==> src/rtl/fpu_pkg.sv <==
// fpu_pkg: constants shared by the floating-point blocks: default format,
// rounding-mode encodings and exception-flag bit positions.
package fpu_pkg;

  localparam int FPU_EXPW  = 8;
  localparam int FPU_FRACW = 23;

  // Encodings 101-111 are unused and fold onto RNE at the point of use.
  typedef enum logic [2:0] {
    RM_RNE = 3'b000,
    RM_RTZ = 3'b001,
    RM_RDN = 3'b010,
    RM_RUP = 3'b011,
    RM_RMM = 3'b100
  } rm_e;

  // Flag vector layout: {NV, DZ, OF, UF, NX}
  localparam int FLG_NV = 4;
  localparam int FLG_DZ = 3;
  localparam int FLG_OF = 2;
  localparam int FLG_UF = 1;
  localparam int FLG_NX = 0;

endpackage

==> src/rtl/fp_lzc_norm.sv <==
// fp_lzc_norm: leading-zero count and left shift, with the shift clamped to
// lim so the caller's exponent never drops below its minimum.
module fp_lzc_norm #(
  parameter int WIDTH = 27,
  parameter int LW    = 9
) (
  input  logic [WIDTH-1:0] din,
  input  logic [LW-1:0]    lim,
  output logic [WIDTH-1:0] dout,
  output logic [LW-1:0]    shamt
);

  logic [LW-1:0] lzc;
  logic          found;

  // Priority scan from the MSB; an all-zero input counts as WIDTH zeros.
  always_comb begin
    lzc   = LW'(WIDTH);
    found = 1'b0;
    for (int i = WIDTH - 1; i >= 0; i--) begin
      if (!found && din[i]) begin
        lzc   = LW'(WIDTH - 1 - i);
        found = 1'b1;
      end
    end
  end

  assign shamt = (lzc < lim) ? lzc : lim;
  assign dout  = din << shamt;

endmodule

==> src/rtl/fadd_pipe.sv <==
// fadd_pipe: 3-stage floating-point adder/subtractor.
//   S1 unpack, special-case detect, magnitude compare/swap, exponent diff
//   S2 align smaller operand (guard/round/sticky) and add/subtract
//   S3 normalise, round, pack, raise flags
// Issue protocol: an operation is accepted on a rising edge where req=1 and
// stall=0; stall=1 freezes every stage and the outputs (req is dropped, not
// queued); vld marks a result that is consumed on the next unstalled edge.
module fadd_pipe
  import fpu_pkg::*;
#(
  parameter int EXPW  = FPU_EXPW,
  parameter int FRACW = FPU_FRACW,
  parameter logic [EXPW+FRACW:0] DNAN = {1'b1, {EXPW{1'b1}}, 1'b1, {(FRACW-1){1'b0}}}
) (
  input  logic                  clk,
  input  logic                  reset,
  input  logic                  req,
  input  logic                  sub,
  input  logic [2:0]            rm,
  input  logic [EXPW+FRACW:0]   x,
  input  logic [EXPW+FRACW:0]   y,
  input  logic                  stall,
  output logic                  vld,
  output logic [EXPW+FRACW:0]   rslt,
  output logic [4:0]            flag
);

  localparam int W  = 1 + EXPW + FRACW;
  localparam int M  = FRACW + 1;      // mantissa with hidden bit
  localparam int X  = FRACW + 4;      // mantissa plus guard/round/sticky
  localparam int EW = EXPW + 1;       // exponent arithmetic with headroom
  localparam logic [EXPW-1:0] SHMAX = EXPW'(X);
  localparam logic [W-1:0]    QBIT  = {{(EXPW+1){1'b0}}, 1'b1, {(FRACW-1){1'b0}}};

  // ---------------- S1 ----------------
  logic            xs, ys, x_nan, y_nan, x_snan, y_snan, x_inf, y_inf, x_ge;
  logic [EXPW-1:0] xe, ye, xe_e, ye_e;
  logic [M-1:0]    xm, ym;
  logic            sp, sp_nv;
  logic [W-1:0]    sp_r;

  assign xs     = x[W-1];
  assign ys     = y[W-1] ^ sub;
  assign xe     = x[W-2:FRACW];
  assign ye     = y[W-2:FRACW];
  assign x_nan  = (&xe) & (|x[FRACW-1:0]);
  assign y_nan  = (&ye) & (|y[FRACW-1:0]);
  assign x_snan = x_nan & ~x[FRACW-1];
  assign y_snan = y_nan & ~y[FRACW-1];
  assign x_inf  = (&xe) & ~(|x[FRACW-1:0]);
  assign y_inf  = (&ye) & ~(|y[FRACW-1:0]);
  // Exponent field 0 behaves as exponent 1 with a zero hidden bit.
  assign xe_e   = (xe == '0) ? EXPW'(1) : xe;
  assign ye_e   = (ye == '0) ? EXPW'(1) : ye;
  assign xm     = {|xe, x[FRACW-1:0]};
  assign ym     = {|ye, y[FRACW-1:0]};
  // Raw magnitude bits order the same way as the values they encode.
  assign x_ge   = x[W-2:0] >= y[W-2:0];

  // Special operands resolve here and ride alongside the datapath.
  always_comb begin
    sp    = 1'b0;
    sp_nv = 1'b0;
    sp_r  = '0;
    if (x_nan) begin
      sp    = 1'b1;
      sp_nv = x_snan | y_snan;
      sp_r  = x | QBIT;
    end else if (y_nan) begin
      sp    = 1'b1;
      sp_nv = y_snan;
      sp_r  = y | QBIT;
    end else if (x_inf && y_inf && (xs != ys)) begin
      sp    = 1'b1;
      sp_nv = 1'b1;
      sp_r  = DNAN;
    end else if (x_inf) begin
      sp    = 1'b1;
      sp_r  = x;
    end else if (y_inf) begin
      sp    = 1'b1;
      sp_r  = {ys, y[W-2:0]};
    end
  end

  logic            s1_v, s1_sa, s1_sb, s1_sp, s1_spnv;
  logic [EXPW-1:0] s1_e, s1_d;
  logic [M-1:0]    s1_ma, s1_mb;
  rm_e             s1_rm;
  logic [W-1:0]    s1_spr;

  // S1 register: larger-magnitude operand always lands in the 'a' slot.
  always_ff @(posedge clk) begin
    if (reset) begin
      s1_v <= 1'b0;
    end else if (!stall) begin
      s1_v    <= req;
      s1_sa   <= x_ge ? xs : ys;
      s1_sb   <= x_ge ? ys : xs;
      s1_e    <= x_ge ? xe_e : ye_e;
      s1_ma   <= x_ge ? xm : ym;
      s1_mb   <= x_ge ? ym : xm;
      s1_d    <= x_ge ? (xe_e - ye_e) : (ye_e - xe_e);
      s1_rm   <= (rm > 3'd4) ? RM_RNE : rm_e'(rm);
      s1_sp   <= sp;
      s1_spnv <= sp_nv;
      s1_spr  <= sp_r;
    end
  end

  // ---------------- S2 ----------------
  logic [EXPW-1:0] sh;
  logic [2*X-1:0]  wide;
  logic [X-1:0]    a_ext, b_al;
  logic [X:0]      sum_raw, sum_abs;
  logic            eff_sub, neg;

  assign eff_sub = s1_sa ^ s1_sb;
  assign sh      = (s1_d > SHMAX) ? SHMAX : s1_d;
  assign wide    = {s1_mb, 3'b000, {X{1'b0}}} >> sh;
  // Everything shifted past the sticky position collapses into it.
  assign b_al    = {wide[2*X-1:X+1], wide[X] | (|wide[X-1:0])};
  assign a_ext   = {s1_ma, 3'b000};
  assign sum_raw = eff_sub ? ({1'b0, a_ext} - {1'b0, b_al}) : ({1'b0, a_ext} + {1'b0, b_al});
  // The swap keeps a >= b, but a borrow is still folded back to a magnitude.
  assign neg     = eff_sub & sum_raw[X];
  assign sum_abs = neg ? (~sum_raw + (X+1)'(1)) : sum_raw;

  logic            s2_v, s2_s, s2_sa, s2_sb, s2_sp, s2_spnv;
  logic [EXPW-1:0] s2_e;
  logic [X:0]      s2_sum;
  rm_e             s2_rm;
  logic [W-1:0]    s2_spr;

  // S2 register: raw sum with its carry bit and the result sign.
  always_ff @(posedge clk) begin
    if (reset) begin
      s2_v <= 1'b0;
    end else if (!stall) begin
      s2_v    <= s1_v;
      s2_s    <= s1_sa ^ neg;
      s2_sa   <= s1_sa;
      s2_sb   <= s1_sb;
      s2_e    <= s1_e;
      s2_sum  <= sum_abs;
      s2_rm   <= s1_rm;
      s2_sp   <= s1_sp;
      s2_spnv <= s1_spnv;
      s2_spr  <= s1_spr;
    end
  end

  // ---------------- S3 ----------------
  logic [EW-1:0]    e_c, lim, shamt, e_n, e_r;
  logic [X-1:0]     nin, n;
  logic             g, rs, inexact, up, hid, ovf, to_inf, zsign;
  logic [M:0]       mr;
  logic [FRACW-1:0] fr;
  logic [W-1:0]     res;
  logic [4:0]       fl;

  // A carry out of the add renormalises right by one, keeping sticky.
  always_comb begin
    if (s2_sum[X]) begin
      nin = {s2_sum[X:2], |s2_sum[1:0]};
      e_c = {1'b0, s2_e} + EW'(1);
    end else begin
      nin = s2_sum[X-1:0];
      e_c = {1'b0, s2_e};
    end
  end

  assign lim = e_c - EW'(1);

  fp_lzc_norm #(.WIDTH(X), .LW(EW)) u_norm (
    .din   (nin),
    .lim   (lim),
    .dout  (n),
    .shamt (shamt)
  );

  assign e_n = e_c - shamt;

  // Round on guard/round/sticky, then pack or substitute special results.
  always_comb begin
    g       = n[2];
    rs      = |n[1:0];
    inexact = g | rs;
    case (s2_rm)
      RM_RTZ:  up = 1'b0;
      RM_RDN:  up = inexact & s2_s;
      RM_RUP:  up = inexact & ~s2_s;
      RM_RMM:  up = g;
      default: up = g & (rs | n[3]);
    endcase
    mr = {1'b0, n[X-1:3]} + (M+1)'(up);
    if (mr[M]) begin
      hid = 1'b1;
      fr  = mr[M-1:1];
      e_r = e_n + EW'(1);
    end else begin
      hid = mr[M-1];
      fr  = mr[M-2:0];
      e_r = e_n;
    end
    ovf    = hid & (e_r >= {1'b0, {EXPW{1'b1}}});
    to_inf = (s2_rm == RM_RNE) | (s2_rm == RM_RMM) |
             ((s2_rm == RM_RUP) & ~s2_s) | ((s2_rm == RM_RDN) & s2_s);
    // Equal signs only cancel when both are zero; otherwise mode decides.
    zsign  = (s2_sa == s2_sb) ? s2_sa : (s2_rm == RM_RDN);
    res    = {s2_s, (hid ? e_r[EXPW-1:0] : {EXPW{1'b0}}), fr};
    fl     = '0;
    if (s2_sp) begin
      res         = s2_spr;
      fl[FLG_NV]  = s2_spnv;
    end else if (s2_sum == '0) begin
      res         = {zsign, {(W-1){1'b0}}};
    end else if (ovf) begin
      res         = to_inf ? {s2_s, {EXPW{1'b1}}, {FRACW{1'b0}}}
                           : {s2_s, {(EXPW-1){1'b1}}, 1'b0, {FRACW{1'b1}}};
      fl[FLG_OF]  = 1'b1;
      fl[FLG_NX]  = 1'b1;
    end else begin
      fl[FLG_NX]  = inexact;
      fl[FLG_UF]  = inexact & ~hid;
    end
  end

  // S3 register doubles as the output register.
  always_ff @(posedge clk) begin
    if (reset) begin
      vld  <= 1'b0;
      rslt <= '0;
      flag <= '0;
    end else if (!stall) begin
      vld  <= s2_v;
      rslt <= res;
      flag <= fl;
    end
  end

endmodule

==> config.mk <==
export PLATFORM = sky130hd
export DESIGN_NAME = fadd_pipe
export DESIGN_NICKNAME = d
export VERILOG_FILES = /design/src/rtl/fpu_pkg.sv /design/src/rtl/fp_lzc_norm.sv /design/src/rtl/fadd_pipe.sv
export SDC_FILE = /design/constraint.sdc
export NUM_CORES = 1
export LEC_CHECK = 0
export CORE_ASPECT_RATIO = 1.2
export CORE_MARGIN = 2
export CORE_UTILIZATION = 62
export CTS_CLUSTER_DIAMETER = 50
export DETAILED_ROUTE_END_ITERATION = 8
export PLACE_DENSITY = 0.85
export SLEW_MARGIN = 20
export SYNTH_ARGS = -nofsm -noshare
export SYNTH_HDL_FRONTEND = slang
export SYNTH_SLANG_ARGS = --single-unit
==> constraint.sdc <==
create_clock -name clk -period 15.15 [get_ports clk]
set_input_delay 3.7875 -clock clk [delete_from_list [all_inputs] [get_ports clk]]
set_output_delay 3.7875 -clock clk [all_outputs]
set_load 0.1 [all_outputs]
=== After elaboration in Yosys (flattened, before gate mapping) ===
Cells that the tools add are included.

* Register bits: 218
* Input port bits: 72
* Output and inout port bits: 38

* Magnitude comparators: 5
* Add/sub/neg operators: 10
* Reduce and logical (&&, ||, !) cells: 70
* Shift-type cells: 2
* Eq/ne operators: 6
* Mux-type cells: 92
* Bitwise operators: 33

{| class="wikitable"
|+ Operators by type and width
! operator !! number
|-
| 9-bit 2-to-1 mux || 29
|-
| 32-bit 2-to-1 mux || 7
|-
| 24-bit 2-to-1 mux || 3
|-
| 28-bit 2-to-1 mux || 2
|-
| 54-bit by 8-bit right shift with 54-bit output || 1
|-
| 8-bit 2-to-1 mux || 6
|-
| 23-bit OR reduction || 2
|-
| 1-bit 2-to-1 mux || 38
|-
| 31-bit >= comparator || 1
|-
| 31-bit 2-to-1 mux || 1
|-
| 27-bit by 27-bit adder with 28-bit output || 1
|-
| 28-bit by 1-bit adder with 28-bit output, second input constant || 1
|-
| 1-bit logical AND || 28
|-
| 28-bit zero test || 1
|-
| 28-bit NOT || 1
|-
| 27-bit by 27-bit subtractor with 28-bit output || 1
|-
| 27-bit 2-to-1 mux || 1
|-
| 27-bit OR reduction || 1
|-
| 27-bit by 9-bit << shifter with 27-bit output || 1
|-
| 1-bit zero test || 26
|-
| 24-bit by 1-bit adder with 25-bit output || 1
|-
| 23-bit 2-to-1 mux || 1
|-
| 8-bit zero test || 2
|-
| 8-bit AND reduction || 2
|-
| 27 further kinds || 60
|}

=== Logic depth before layout (Yosys ltp) ===
* Depth in word-level cells: 95
* Depth in mapped cells: 42
* Gate-level depth less buffers: 33

=== Hierarchy ===
Synthesis repeated with hierarchy kept, for this count alone.

* Cells, all modules: 2387
* Area, all modules: 20448.4 µm²

{| class="wikitable"
|+ Modules (own cells, without submodules)
! module !! area each (µm²) !! sequential area each (µm²) !! times used !! cells each
|-
| fadd_pipe || 17350.4 || 6155.9 || 1 || 1938
|-
| fp_lzc_norm || 3098.0 || 0.0 || 1 || 449
|}

=== Least setup slack after synthesis ===
Ideal clock, no wire load.

* Path kind: in2reg
* Start point: input stall
* End point: register s1_d[0], enable pin
* Buffers on the path: 3
* Arrival time: 11.847 ns
* Stages on the path: 4
* Path slack: 2.581 ns
* Cell sequence: clkbuf_1 > clkbuf_1 > buf_1 > nor2_1

* Longest elaborated chain between the ends: 2

{| class="wikitable"
|+ RTL lines
! element !! line !! RTL
|-
| start: declaration || fadd_pipe.sv:22 || <nowiki>input logic stall,</nowiki>
|-
| 1-bit NOT (no line) || n/a ||
|-
| 2-bit AND reduction (no line) || n/a ||
|-
| end signal: assignment || fadd_pipe.sv:103 || <nowiki>s1_d <= x_ge ? (xe_e - ye_e) : (ye_e - xe_e);</nowiki>
|-
| end: declaration || fadd_pipe.sv:87 || <nowiki>logic [EXPW-1:0] s1_e, s1_d;</nowiki>
|}

Every way passes these cells.
A chain may end at the register's enable or synchronous reset.

=== Worst setup path in the final report ===
* Start point: register s2_sum[27]
* End point: register rslt[4]

* Longest elaborated chain between the ends: 94

{| class="wikitable"
|+ RTL lines
! element !! line !! RTL
|-
| start: declaration || fadd_pipe.sv:131 || <nowiki>logic [X:0] s2_sum;</nowiki>
|-
| start signal: assignment || fadd_pipe.sv:145 || <nowiki>s2_sum <= sum_abs;</nowiki>
|-
| 27-bit 2-to-1 mux || fadd_pipe.sv:164 || <nowiki>if (s2_sum[X]) begin</nowiki>
|-
| 1-bit 2-to-1 mux || fp_lzc_norm.sv:21 || <nowiki>if (!found && din[i]) begin</nowiki>
|-
| 1-bit zero test || fp_lzc_norm.sv:21 ||
|-
| 1-bit logical AND || fp_lzc_norm.sv:21 ||
|-
| 1-bit 2-to-1 mux || fp_lzc_norm.sv:21 ||
|-
| 1-bit zero test || fp_lzc_norm.sv:21 ||
|-
| 1-bit logical AND || fp_lzc_norm.sv:21 ||
|-
| 1-bit 2-to-1 mux || fp_lzc_norm.sv:21 ||
|-
| [... 78 more ...] || n/a ||
|-
| 1-bit one-hot mux with 4 select lines || fadd_pipe.sv:189 || <nowiki>case (s2_rm)</nowiki>
|-
| 24-bit by 1-bit adder with 25-bit output || fadd_pipe.sv:196 || <nowiki>mr = {1'b0, n[X-1:3]} + (M+1)'(up);</nowiki>
|-
| 9-bit 2-to-1 mux || fadd_pipe.sv:197 || <nowiki>if (mr[M]) begin</nowiki>
|-
| 9-bit by 8-bit >= comparator with 1-bit output || fadd_pipe.sv:206 || <nowiki>ovf = hid & (e_r >= {1'b0, {EXPW{1'b1}}});</nowiki>
|-
| 1-bit AND || fadd_pipe.sv:206 ||
|-
| 31-bit 2-to-1 mux || fadd_pipe.sv:218 || <nowiki>end else if (ovf) begin</nowiki>
|-
| 32-bit 2-to-1 mux (*) || fadd_pipe.sv:216 || <nowiki>end else if (s2_sum == '0) begin</nowiki>
|-
| 32-bit 2-to-1 mux (*) || fadd_pipe.sv:213 || <nowiki>if (s2_sp) begin</nowiki>
|-
| end signal: assignment || fadd_pipe.sv:237 || <nowiki>rslt <= res;</nowiki>
|-
| end: declaration || fadd_pipe.sv:24 || <nowiki>output logic [EXPW+FRACW:0] rslt,</nowiki>
|}

Mark *: on every way between the ends. The rest lies on a longest branch, timed or not.

==> results by group <==
Power
  – Pwr dens: 98.5 nW/µm²
  – Combinational group share of total power: 35.2%
  – Net Switching: 776 µW
  – Worst VDD drop: 0.0888 mV
  – Internal power: 1.31 mW
  – Clock power share: 28.1%
  – Static leakage: 8.15 nW
  – Sequential Power Share: 36.7%
  – Switching portion of total power: 37.2%

Floorplan
  – I/O pins: 110
  – Core footprint: 30400 µm²
  – Die area: 32300 µm²
  – Rows: 70
  – Die height: 196 µm
  – Initial Utilization: 62.9%
  – Die X-Extent: 164 µm

Layout
  – # diodes: 0
  – Post-route cell area: 21200 µm²
  – Layout area overhead: 10.7%
  – Filler instances: 2315
  – Layout cells sized above 1: 8.16%
  – Fin cells: 2639
  – Layout Nets: 2414

STA
  – Worst-Margin Slew: 1.05 ns
  – Post-layout minimum cycle time: 9.08 ns
  – Setup TNS: 0 ns
  – Fmax: 110 MHz
  – Worst Slack Setup Final: 6.07 ns
  – Max Slew Vio Count: 0
  – Post-Route Skew: 0.0165 ns
  – RSZ-0062 raised after global routing: no
  – Hold Fails Final Rpt: 0
  – # setup viols final: 0
  – Relative slew slack: 30.0%
  – Final Cycle Share: 59.9%

Drt
  – Antenna-violating nets left: 0
  – Via-per-instance ratio: 6.80
  – Residual DRC: 0
  – Post-DR wirelength/cell: 23.3 µm
  – Vias post-DR: 17900
  – 1st-pass router iterations: 6
  – Initial DRC Count: 1993
  – Post-Route WL: 61.4 mm

Synthesis
  – EDFF count, synth: 179
  – Post-Syn Instances: 2196
  – Top_reg_cell synth: edfxtp_1
  – Mapped Avg Cell Area: 8.71 µm²
  – Seq/Total Area, Yosys: 32.2%
  – Synth warnings: 0
  – Synth Register Bits: 218
  – Synth Cell Area: 19100 µm²
  – Post-synth ARST share: 0%
  – Yosys cell types: 108

Placed design
  – Final GP Congestion: 1.01
  – Placed cells: 2596
  – Dpl hpwl: 46.5 mm
  – Pre-CTS setup slack: 6.10 ns
  – PortBufs: 108
  – Placed cell areas: 20400 µm²

Critical path
  – Most common cell on crit path: nand2_1
  – Crit path DAT: 9.49 ns
  – R2R Setup Slk: 6.07 ns
  – Crit Path Class: reg -> reg
  – CP peak stage delay: 0.70 ns
  – Setup crit end kind: flop
  – Largest fanout on the critical path: 77
  – Worst setup SP type: flop
  – Slowest-stage cell, CP: o31ai_4
  – Req. time, crit path: 15.57 ns

Clock network
  – CTS Buf Count: 23
  – CTS clk-pin slew, worst paths: 0.07 ns
  – Clk_lat worst skew: 0.54 ns
  – Clk Tree Root Cell: clkbuf_16
  – Htree depth: 1
  – Clock Tree Buf Depth: 3
  – Sink Count: 218
  – CTS tree: yes
  – Post-CTS Setup Bufs: 0
  – Quantity of hold-fixing buffers added after cts: 0
  – Post-CTS sizing: 0

Run
  – Max-cap violations: 0

GRT
  – First-pass GRT wire length: 94.8 mm
  – Number of global-route vias before repair: 17100
  – GRT Util Overall: 37.6%
  – Total grt overflow: 0
  – Initial antenna violation count: 0
  – Largest net degree at the start of global routing: 177

Run status
  – Status: completed

Worst hold path
  – Hold Crit Class: reg -> reg
-- registers in the layout (all words and copies together), names as in the netlist, 3 cells and up --
name / count
s1_spr: 32
s2_sum: 28
flag: 4
s2_spr: 32
s1_rm: 3
s2_rm: 3
s2_e: 8
rslt: 32
s1_mb: 24
s1_d: 8
s1_ma: 24
s1_e: 8
-- power groups by stage --
stage	Clock (mW)	Sequential, mW	Combinational [mW]
after CTS	0.587	0.763	0.715
after global placement	0	0.774	0.698
after floorplan	0	0.809	0.467
after detailed placement	0	0.775	0.709
final	0.585	0.766	0.735
after global routing	0.609	0.767	0.790
-- final timing paths --
kind	from	end	cells after the start
min reg2reg	s1_spr[5]	s2_spr[5]	0
max	s2_sum[27]	rslt[4]	36
min	s1_spr[5]	s2_spr[5]	0
max reg2reg	s2_sum[27]	rslt[4]	36
-- area by class of cell --
class / instances / area [µm²] / area share (%)
multi-input cells: 1719 / 11900 / 56.4
flip-flops and latches: 218 / 6160 / 29.1
repair buffers: 138 / 1340 / 6.32
clock buffers: 27 / 591 / 2.79
well taps: 396 / 495 / 2.34
inverters: 126 / 473 / 2.23
clock inverters: 15 / 193 / 0.910
-- synth_stat cells, types with 13 or more instances --
cell / number / area [µm²]
and2_1: 19 / 119
a211oi_1: 32 / 240
o21a_1: 17 / 128
mux2_2: 40 / 450
nand2b_1: 42 / 263
buf_1: 13 / 48.8
a31oi_1: 22 / 138
dfxtp_1: 39 / 781
or2_2: 13 / 81.3
clkbuf_1: 93 / 349
o21ai_0: 155 / 776
o21bai_1: 21 / 158
buf_2: 17 / 85.1
nor4_1: 19 / 119
nand4_1: 30 / 188
nand2_1: 206 / 773
or3_1: 18 / 113
a211o_1: 13 / 114
xnor2_1: 67 / 587
a21o_1: 29 / 218
nor2b_1: 18 / 113
a22o_1: 28 / 245
inv_1: 124 / 465
ha_1: 112 / 1400
o211ai_1: 33 / 248
o22ai_1: 30 / 188
o31ai_1: 21 / 158
a22oi_1: 63 / 473
nor2_1: 158 / 593
mux2i_1: 46 / 460
xor2_1: 38 / 333
nor3_1: 49 / 245
a21oi_1: 124 / 621
nand3_1: 50 / 250
and3_1: 14 / 87.6
edfxtp_1: 179 / 5380
-- worst max-delay path: cells and delay by family (launching register included) --
family          cells  cell delay (ns)
compound gates     13             3.45
fa+ha+maj           3             0.73
buf+inv             5             1.36
flops               1             0.32
mux                 1             0.31
simple gates       14             2.72
-- cells by family (layout without fill, tap and decap cells) --
logic type / Yosys count / after routing / synth area share [%]
multiplexers: 97 / 97 / 5.93
flip-flops: 218 / 218 / 32.2
AND/OR/NAND/NOR: 690 / 690 / 18.1
AO/OA/AOI/OAI: 705 / 705 / 25.4
buffers and inverters: 260 / 306 / 5.59
other: 2 / 3 / 0.0393
XOR/XNOR: 106 / 106 / 4.89
adder cells (fa/ha/maj): 118 / 118 / 7.87
-- cells in the final DEF, fill, tap and decap left out, drive strengths merged, types with 9 or more instances in the layout --
| master | instances |
|---|---|
| inv | 129 |
| dfxtp | 39 |
| a21o | 29 |
| nor4 | 20 |
| a221oi | 10 |
| or2 | 15 |
| a22oi | 65 |
| mux2i | 48 |
| o22ai | 30 |
| o41ai | 9 |
| nand2b | 42 |
| o31ai | 24 |
| o21ai | 166 |
| o21bai | 21 |
| a211o | 13 |
| o211ai | 34 |
| and3 | 14 |
| a22o | 28 |
| ha | 112 |
| a211oi | 37 |
| nand3 | 50 |
| o21a | 17 |
| buf | 30 |
| nor3 | 54 |
| xor2 | 38 |
| clkdlybuf4s50 | 108 |
| and2 | 20 |
| nand4 | 32 |
| nor2b | 18 |
| nand2 | 207 |
| edfxtp | 179 |
| mux2 | 41 |
| xnor2 | 68 |
| nor2 | 160 |
| a21oi | 124 |
| a31oi | 22 |
| or3 | 19 |
| clkbuf | 27 |
-- per-stage QoR --
stage | hold slack (ns) | total power, mW | util [%]
after floorplan | 0.400 | 1.28 | -
after global placement | 0.401 | 1.47 | 67.0
after detailed placement | 0.405 | 1.48 | 67.0
after CTS | 0.419 | 2.06 | 69.6
after global routing | 0.424 | 2.17 | 69.7
final | 0.419 | 2.09 | 69.7
-- per-layer routing --
metal / wire length (µm) / part of all wire [%] / global-route usage (%)
met4: 4500 / 7.3 / 23.8
met2: 30000 / 49 / 64.0
met5: 0 / 0 / 0
met1: 22600 / 37 / 44.7
met3: 4350 / 7.1 / 4.73
No activity file was read; power rests on OpenSTA's default activity.
==> RTL change: new RTL, same settings <==
`FPU_EXPW`: 8 -> 16.
--- a/src/rtl/fpu_pkg.sv
+++ b/src/rtl/fpu_pkg.sv
@@ -3,5 +3,5 @@
 package fpu_pkg;
 
-  localparam int FPU_EXPW  = 8;
+  localparam int FPU_EXPW  = 16;
   localparam int FPU_FRACW = 23;
 
Ports: changed (resized rslt, x and y); port bits go from 110 to 134. The function was not compared with the original's and may differ.
==> RTL change against the unedited design <==
- die area up 20%
- synthesized area up 21%
- final area up 21%
- total power up 15%
- setup slack worse by 2.1 ns
- critical path depth down 4
- fmax down 19%
- cell count up 21%
- count of clock-buffer cells in the layout up 11
- hold slack worse by 0.0042 ns
- wire length up 21%
- sequential cell count up 48
- clock skew up 0.011 ns
- synthesized cell count up 21%
- critical endpoint is now rslt[10]
- largest cell class unchanged
==> RTL change: results (changes against the unedited design) <==
Worst setup path
  • Crit Path Max Fanout: 60 (was 77)
  • RR Endpoint: rslt[10] (was rslt[4])
  • Crit path max-delay family: simple AND/OR/NAND/NOR gates (was compound AO/OA/AOI/OAI gates)
  • CP arrival: 11.60 ns (was 9.49 ns)
  • Worst R2R Path Depth: 32 (was 36)

Place
  • Hpwl dp: 56.6 mm (was 46.5 mm)
  • RD Place Congestion: 0.996 (was 1.01)
  • Placed cell areas: 0.0246 mm² (was 0.0204 mm²)
  • DP Cell Count: 3126 (was 2596)
  • # port buffers: 132 (was 108)

Finish
  • Nonclk buf count: 160 (was 138)
  • Clk cell area share: 4.15% (was 3.70%)
  • Layout cells sized above 1: 6.94% (was 8.16%)
  • Layout area overhead: 11.0% (was 10.7%)
  • Sequential Area: 0.00752 mm² (was 0.00616 mm²)
  • Filler cells: 2826 (was 2315)
  • Multi-input gate count: 2058 (was 1719)
  • Fraction of area in multi-input gates: 55.7% (was 56.4%)

GRT
  • Total track usage: 37.0% (was 37.6%)
  • Largest net degree at the start of global routing: 95 (was 177)
  • First-pass GRT wire length: 114 mm (was 94.8 mm)

Logic synthesis
  • Top post-synthesis cells by count: 219 x edfxtp_1, 216 x nand2_1, 167 x o21ai_0 (was 206 x nand2_1, 179 x edfxtp_1, 158 x nor2_1)
  • Yosys reg bits: 266 (was 218)
  • Largest cells by area after synthesis: edfxtp_1 28%, ha_1 7.4%, dfxtp_1 4.1%, mux2i_1 3.8%, o21ai_0 3.6% (was edfxtp_1 28%, ha_1 7.3%, dfxtp_1 4.1%, o21ai_0 4.1%, nand2_1 4.0%)
  • Syn_area_per_cell: 8.66 µm² (was 8.71 µm²)
  • Synth unique cells: 102 (was 108)

Route
  • Routed wire length: 74.2 mm (was 61.4 mm)

Die
  • N_taps: 474 (was 396)

Clock tree
  • CTS buffer count: 30 (was 23)

Status
  • Outcome: completed (unchanged)

Pwr
  • Sw Ratio: 34.9% (was 37.2%)
  • Worst VDD drop: 0.102 mV (was 0.0888 mV)

Timing
  • Worst slew pin tran: 1.03 ns (was 1.05 ns)
==> RTL change: cells by family after synthesis <==
family	Yosys count	synth area share [%]
fa+ha+maj	141	7.76
xor+xnor	136	5.23
simple gates	857	19.1
mux	145	6.86
compound gates	776	22.6
buf+inv	342	5.80
other cells	2	0.0325
flops	266	32.6
==> RTL change: power by group through the flow <==
| stage | clock (mW) | combinational, mW | sequential, mW |
|---|---|---|---|
| after floorplan | 0 | 0.438 | 0.976 |
| after global placement | 0 | 0.691 | 0.920 |
| after detailed placement | 0 | 0.700 | 0.923 |
| after CTS | 0.772 | 0.705 | 0.908 |
| after global routing | 0.798 | 0.777 | 0.913 |
| final | 0.765 | 0.726 | 0.910 |
==> RTL change: layer usage <==
layer	vias up	wire [µm]	global-route usage, %
li1	9969	-	-
met1	10400	28000	44.6
met2	1144	36600	65.4
met3	247	5580	4.41
met4	0	4050	18.2
met5	-	0	0
